===== src/rtl/fixed_lut_denorm.sv =====
// fixed_lut_denorm: rebuilds a LUT-normalised value (implicit leading 1 plus index)
// and de-normalises it by the MSB position; define FIXED_LUT_DENORM_ROUND_EN for round-half-up.
module fixed_lut_denorm #(
  parameter int WIDTH   = 16,
  parameter int LUT_POW = 5,
  localparam int MSB_WIDTH = $clog2(WIDTH)
) (
  input  logic                 clk,
  input  logic                 rst,
  input  logic [LUT_POW-1:0]   data_in_0,
  input  logic [MSB_WIDTH-1:0] data_in_1,
  input  logic                 data_in_valid,
  output logic                 data_in_ready,
  output logic [WIDTH-1:0]     data_out,
  output logic                 data_out_sat,
  output logic                 data_out_valid,
  input  logic                 data_out_ready
);

  localparam logic [MSB_WIDTH:0]   MSB_MAX   = (MSB_WIDTH + 1)'(WIDTH - 1);
  localparam logic [MSB_WIDTH-1:0] MSB_TOP   = MSB_WIDTH'(WIDTH - 1);
  localparam logic [WIDTH-1:0]     LEAD_ONE  = WIDTH'(1'b1) << (WIDTH - 1);
  localparam logic [WIDTH-1:0]     LSB_ONE   = WIDTH'(1'b1);

  // Index is left-aligned just below the implicit leading 1; surplus low index bits fall off.
  function automatic logic [WIDTH-1:0] form_mantissa(input logic [LUT_POW-1:0] idx);
    return WIDTH'({idx, {WIDTH{1'b0}}} >> (LUT_POW + 1)) | LEAD_ONE;
  endfunction

  logic                 s1_valid_r;
  logic [WIDTH-1:0]     s1_m_r;
  logic [MSB_WIDTH-1:0] s1_msb_r;
  logic                 s1_load_s;
  logic                 s2_load_s;
  logic [MSB_WIDTH-1:0] shamt_s;
  logic [WIDTH-1:0]     s2_data_s;
  logic                 s2_sat_s;
`ifdef FIXED_LUT_DENORM_ROUND_EN
  logic                 round_s;
`endif

  assign s2_load_s     = !data_out_valid || data_out_ready;
  assign s1_load_s     = !s1_valid_r || s2_load_s;
  assign data_in_ready = !rst && s1_load_s;

  // Stage 2 datapath: saturate out-of-range positions, otherwise shift down (optionally rounding).
  always_comb begin
    shamt_s   = '0;
    s2_data_s = '0;
    s2_sat_s  = 1'b0;
`ifdef FIXED_LUT_DENORM_ROUND_EN
    round_s   = 1'b0;
`endif
    if ({1'b0, s1_msb_r} > MSB_MAX) begin
      s2_data_s = '1;
      s2_sat_s  = 1'b1;
    end else begin
      shamt_s   = MSB_TOP - s1_msb_r;
      s2_data_s = s1_m_r >> shamt_s;
`ifdef FIXED_LUT_DENORM_ROUND_EN
      // The shifted value is below 2^(WIDTH-1) whenever a bit was dropped, so this cannot wrap.
      if (shamt_s != '0) begin
        round_s   = |(s1_m_r & (LSB_ONE << (shamt_s - MSB_WIDTH'(1))));
        s2_data_s = s2_data_s + WIDTH'(round_s);
      end else begin
        round_s   = 1'b0;
      end
`endif
    end
  end

  // Stage 1 register: loads when empty or when its beat moves into stage 2.
  always_ff @(posedge clk or posedge rst) begin
    if (rst) begin
      s1_valid_r <= 1'b0;
      s1_m_r     <= '0;
      s1_msb_r   <= '0;
    end else if (s1_load_s) begin
      s1_valid_r <= data_in_valid;
      if (data_in_valid) begin
        s1_m_r   <= form_mantissa(data_in_0);
        s1_msb_r <= data_in_1;
      end
    end
  end

  // Stage 2 / output register: holds while downstream stalls a valid beat.
  always_ff @(posedge clk or posedge rst) begin
    if (rst) begin
      data_out_valid <= 1'b0;
      data_out       <= '0;
      data_out_sat   <= 1'b0;
    end else if (s2_load_s) begin
      data_out_valid <= s1_valid_r;
      if (s1_valid_r) begin
        data_out     <= s2_data_s;
        data_out_sat <= s2_sat_s;
      end
    end
  end

endmodule


===== config.mk =====
export PLATFORM = sky130hd
export DESIGN_NAME = fixed_lut_denorm
export DESIGN_NICKNAME = d
export VERILOG_FILES = /design/src/rtl/fixed_lut_denorm.sv
export SDC_FILE = /design/constraint.sdc
export NUM_CORES = 1
export LEC_CHECK = 0
export CAP_MARGIN = 20
export CORE_MARGIN = 3
export CORE_UTILIZATION = 25
export DETAILED_ROUTE_END_ITERATION = 8
export HOLD_SLACK_MARGIN = 0.08
export MAX_ROUTING_LAYER = met4
export PLACE_DENSITY = 0.52
export SLEW_MARGIN = 15
export SYNTH_ARGS = -nofsm -noshare
export SYNTH_HDL_FRONTEND = slang
export SYNTH_SLANG_ARGS = --single-unit

===== constraint.sdc =====
create_clock -name clk -period 1.6 [get_ports clk]
set_input_delay 0.32 -clock clk [delete_from_list [all_inputs] [get_ports clk]]
set_output_delay 0.32 -clock clk [all_outputs]
set_load 0.02 [all_outputs]

==> flow_metrics.py <==
metrics = {
    "sta": {
        "relSlewSlack_pct": 62.18,
        "rsz0062_at_grt": "true",
        "final-max-slew-violation-count": 0,
        "hold_viol": 0,
        "report.final.setup_viol": 0,
        "timing.final.crit_share_pct": 97.06,
        "tightest_slew_ps": 567.3,
        "clock.fmax_ghz": 0.6440,
        "fin_hold_ws_ps": 428.5,
        "fin_skew_ps": 2.320,
        "finalCriticalPeriod_ps": 1553,
    },
    "die": {
        "die_x_um": 80.57,
        "dieHeight_um": 80.57,
        "die_area_um2": 6491,
        "row_count": 26,
        "core_area_um2": 5238,
        "num_io_pins": 32,
        "start_util_pct": 26.54,
    },
    "finish": {
        "diodes": 0,
        "nets": 181,
        "syn_to_final_growth_pct": 40.59,
        "drive_gt1_share_pct": 22.75,
        "final_area_um2": 1954,
    },
    "clock_tree": {
        "clock_path_buffers": 2,
        "clkTransAtPathRegs_ps": 100,
        "cts_setup_buffers": 0,
        "cts-htree-levels": 1,
        "cts_inserted_buffers": 3,
        "clock_latency_ps": 280,
        "cts.sinks": 28,
        "postCtsHoldBufs": 0,
        "tritoncts": "done",
        "cts-root-buf": "clkbuf_8",
    },
    "setup_path": {
        "critPathCaptureType": "output pin",
        "path_buf_inv": 1,
        "arrival_ps": 1230,
        "cp_num_cells": 1,
        "timing_worst_setup_path_type": "register to output pin",
        "cpPeakStageDelay_ps": 600,
        "cp_max_fo": 2,
        "worst_ep_required_time_ps": 1280,
        "slowest_stage": "clkdlybuf4s50_1",
        "crit_family": "buffers and inverters",
        "path_cells": "clkdlybuf4s50_1",
        "startpoint_type": "register",
        "reg2reg_depth": 4,
    },
    "placement": {
        "io_buffer_count": 30,
        "gp_congestion": 0.7686,
        "dp_hpwl_um": 2298,
        "place_area_um2": 1851,
    },
    "grt": {
        "grt_pass1_vias": 1058,
        "grt_pass1_wl_um": 5126,
        "grt-ovfl-total": 0,
        "grt_max_degree": 29,
        "groute.usage.overall_pct": 10.30,
        "grt_antenna_before_repair": 0,
    },
    "synth": {
        "avgSynthCellArea_um2": 10.86,
        "ys.flop_type": "dfrtp_1",
        "synth_top_area_share_pct": 50.41,
        "synth.most_common_cell": "dfrtp_1",
        "syn_inst": 128,
        "synth.top_cells.by_area": "dfrtp_1 50%, mux2_2 8.1%, nand2_1 4.6%",
        "syn-num-nets": 141,
        "async_flop_share_pct": 100.0,
        "synthTopCellsByCount": "28 x dfrtp_1, 17 x nand2_1, 10 x mux2_2, 10 x o21ai_0, 8 x nor2_1",
        "ys_ff_latch": 28,
        "synth_edf_count": 0,
        "yosysSeqAreaShare_pct": 50.41,
        "synth_top_area_cell": "dfrtp_1",
        "ys_warn_count": 0,
        "syn_area_um2": 1390,
        "synth_cell_types": 40,
    },
    "power": {
        "power_density_nw_per_um2": 1113,
        "power.total_mw": 2.174,
        "ir_drop_mv": 0.5680,
        "p_leak_nw": 1.022,
    },
    "route": {
        "num_vias": 1063,
        "drt-pass1-iter-count": 4,
        "drt_iter0_drc": 80,
        "drc_errors": 0,
        "viasPerCell": 4.485,
        "avgRoutedWirePerCell_um": 12.78,
        "final_antenna_net_count": 0,
        "routed_wl_um": 3030,
    },
    "run_status": {
        "status": "completed",
    },
    "hold_path": {
        "holdCritPathClass": "input port to async pin",
    },
    "flow_run": {
        "cap_viol_max_count": 0,
    },
}
## state kept, by name (all words and copies together) (netlist names)
| name | flops |
|---|---|
| s1_msb_r | 4 |
| s1_valid_r | 1 |
| data_out | 16 |
| s1_m_r | 6 |
| data_out_valid | 1 |
## cell usage in the layout, fill, tap and decap left out, drive strengths merged, types with 2 or more instances in the layout
cell and count:
o21ai 11, mux4 3, mux2 10, inv 2
clkbuf 4, nor2 8, buf 16, clkdlybuf4s50 13
a21oi 4, nand2 17, a211oi 2, mux2i 5
dlymetal6s2s 15, nand2b 4, dfrtp 28, nand3 5
nor2b 2
## layout make-up
class	count	area [um^2]
tap	70	87.58
inverter	2	7.507
multi-input combinational	88	640.6
sequential	28	703.2
timing repair buffer	45	460.4
clock buffer	4	55.05
fill	510	3283
## kinds of logic (layout without fill, tap and decap cells)
| family | Yosys count | in the layout | share of synthesized area [%] |
|---|---|---|---|
| and+or+nand+nor | 41 | 41 | 14.22 |
| AOI/OAI and AO/OA | 28 | 28 | 13.68 |
| DFF | 28 | 28 | 50.40 |
| muxes | 18 | 18 | 17.10 |
| buffers and inverters | 12 | 51 | 4.320 |
| other | 1 | 1 | 0.2698 |
## worst paths after layout
path                       slack, ps    startpoint           end
max                               50   data_out[1]   data_out[1]
min                              430           rst    s1_valid_r
max reg2reg                       60   s1_msb_r[0]   data_out[0]
min reg2reg                      490  data_out[14]  data_out[14]
max in group asynchronous        880           rst   s1_msb_r[1]
min in group clk                 490  data_out[14]  data_out[14]
## metrics by stage
step                      worst slack [ps]  setup TNS, ps  utilization, %  instances
final                                47.10              0           37.31        237
after global routing                -13.68         -27.57           37.31        237
after CTS                            1.100              0           36.41        237
after detailed placement            -328.4          -3867           35.33        233
after global placement              -310.2          -3032           35.33        233
after floorplan                      118.5              0               -        128
## metal layers
metal  track usage [%]  part of all wire (%)  up-vias
li1                  -                     -      534
met1             13.32                    49      496
met2             15.98                    45       26
met3             2.915                   5.4        7
met4             2.534                   1.3        0
met5                 -                     0        -
## worst reg2reg max path, stage by stage (launching register included)
cell and delay (ps):
dfrtp_2 430, mux4_2 550, nor2b_4 150, a211oi_2 220, nor2_1 80
## power breakdown
part	switching (mW)	total (mW)	internal [mW]	leakage [nW]
combinational	0.375	0.774	0.399	0.652
clock	0.232	0.453	0.221	0.0288
sequential	0.113	0.948	0.834	0.341
## repair_timing
| action | in CTS | in global routing |
|---|---|---|
| pin swaps | 1 | 4 |
| gates resized for setup | 5 | 23 |
| setup endpoints to repair | 5 | 21 |
Note: power is estimated with default switching activity, not from simulation.
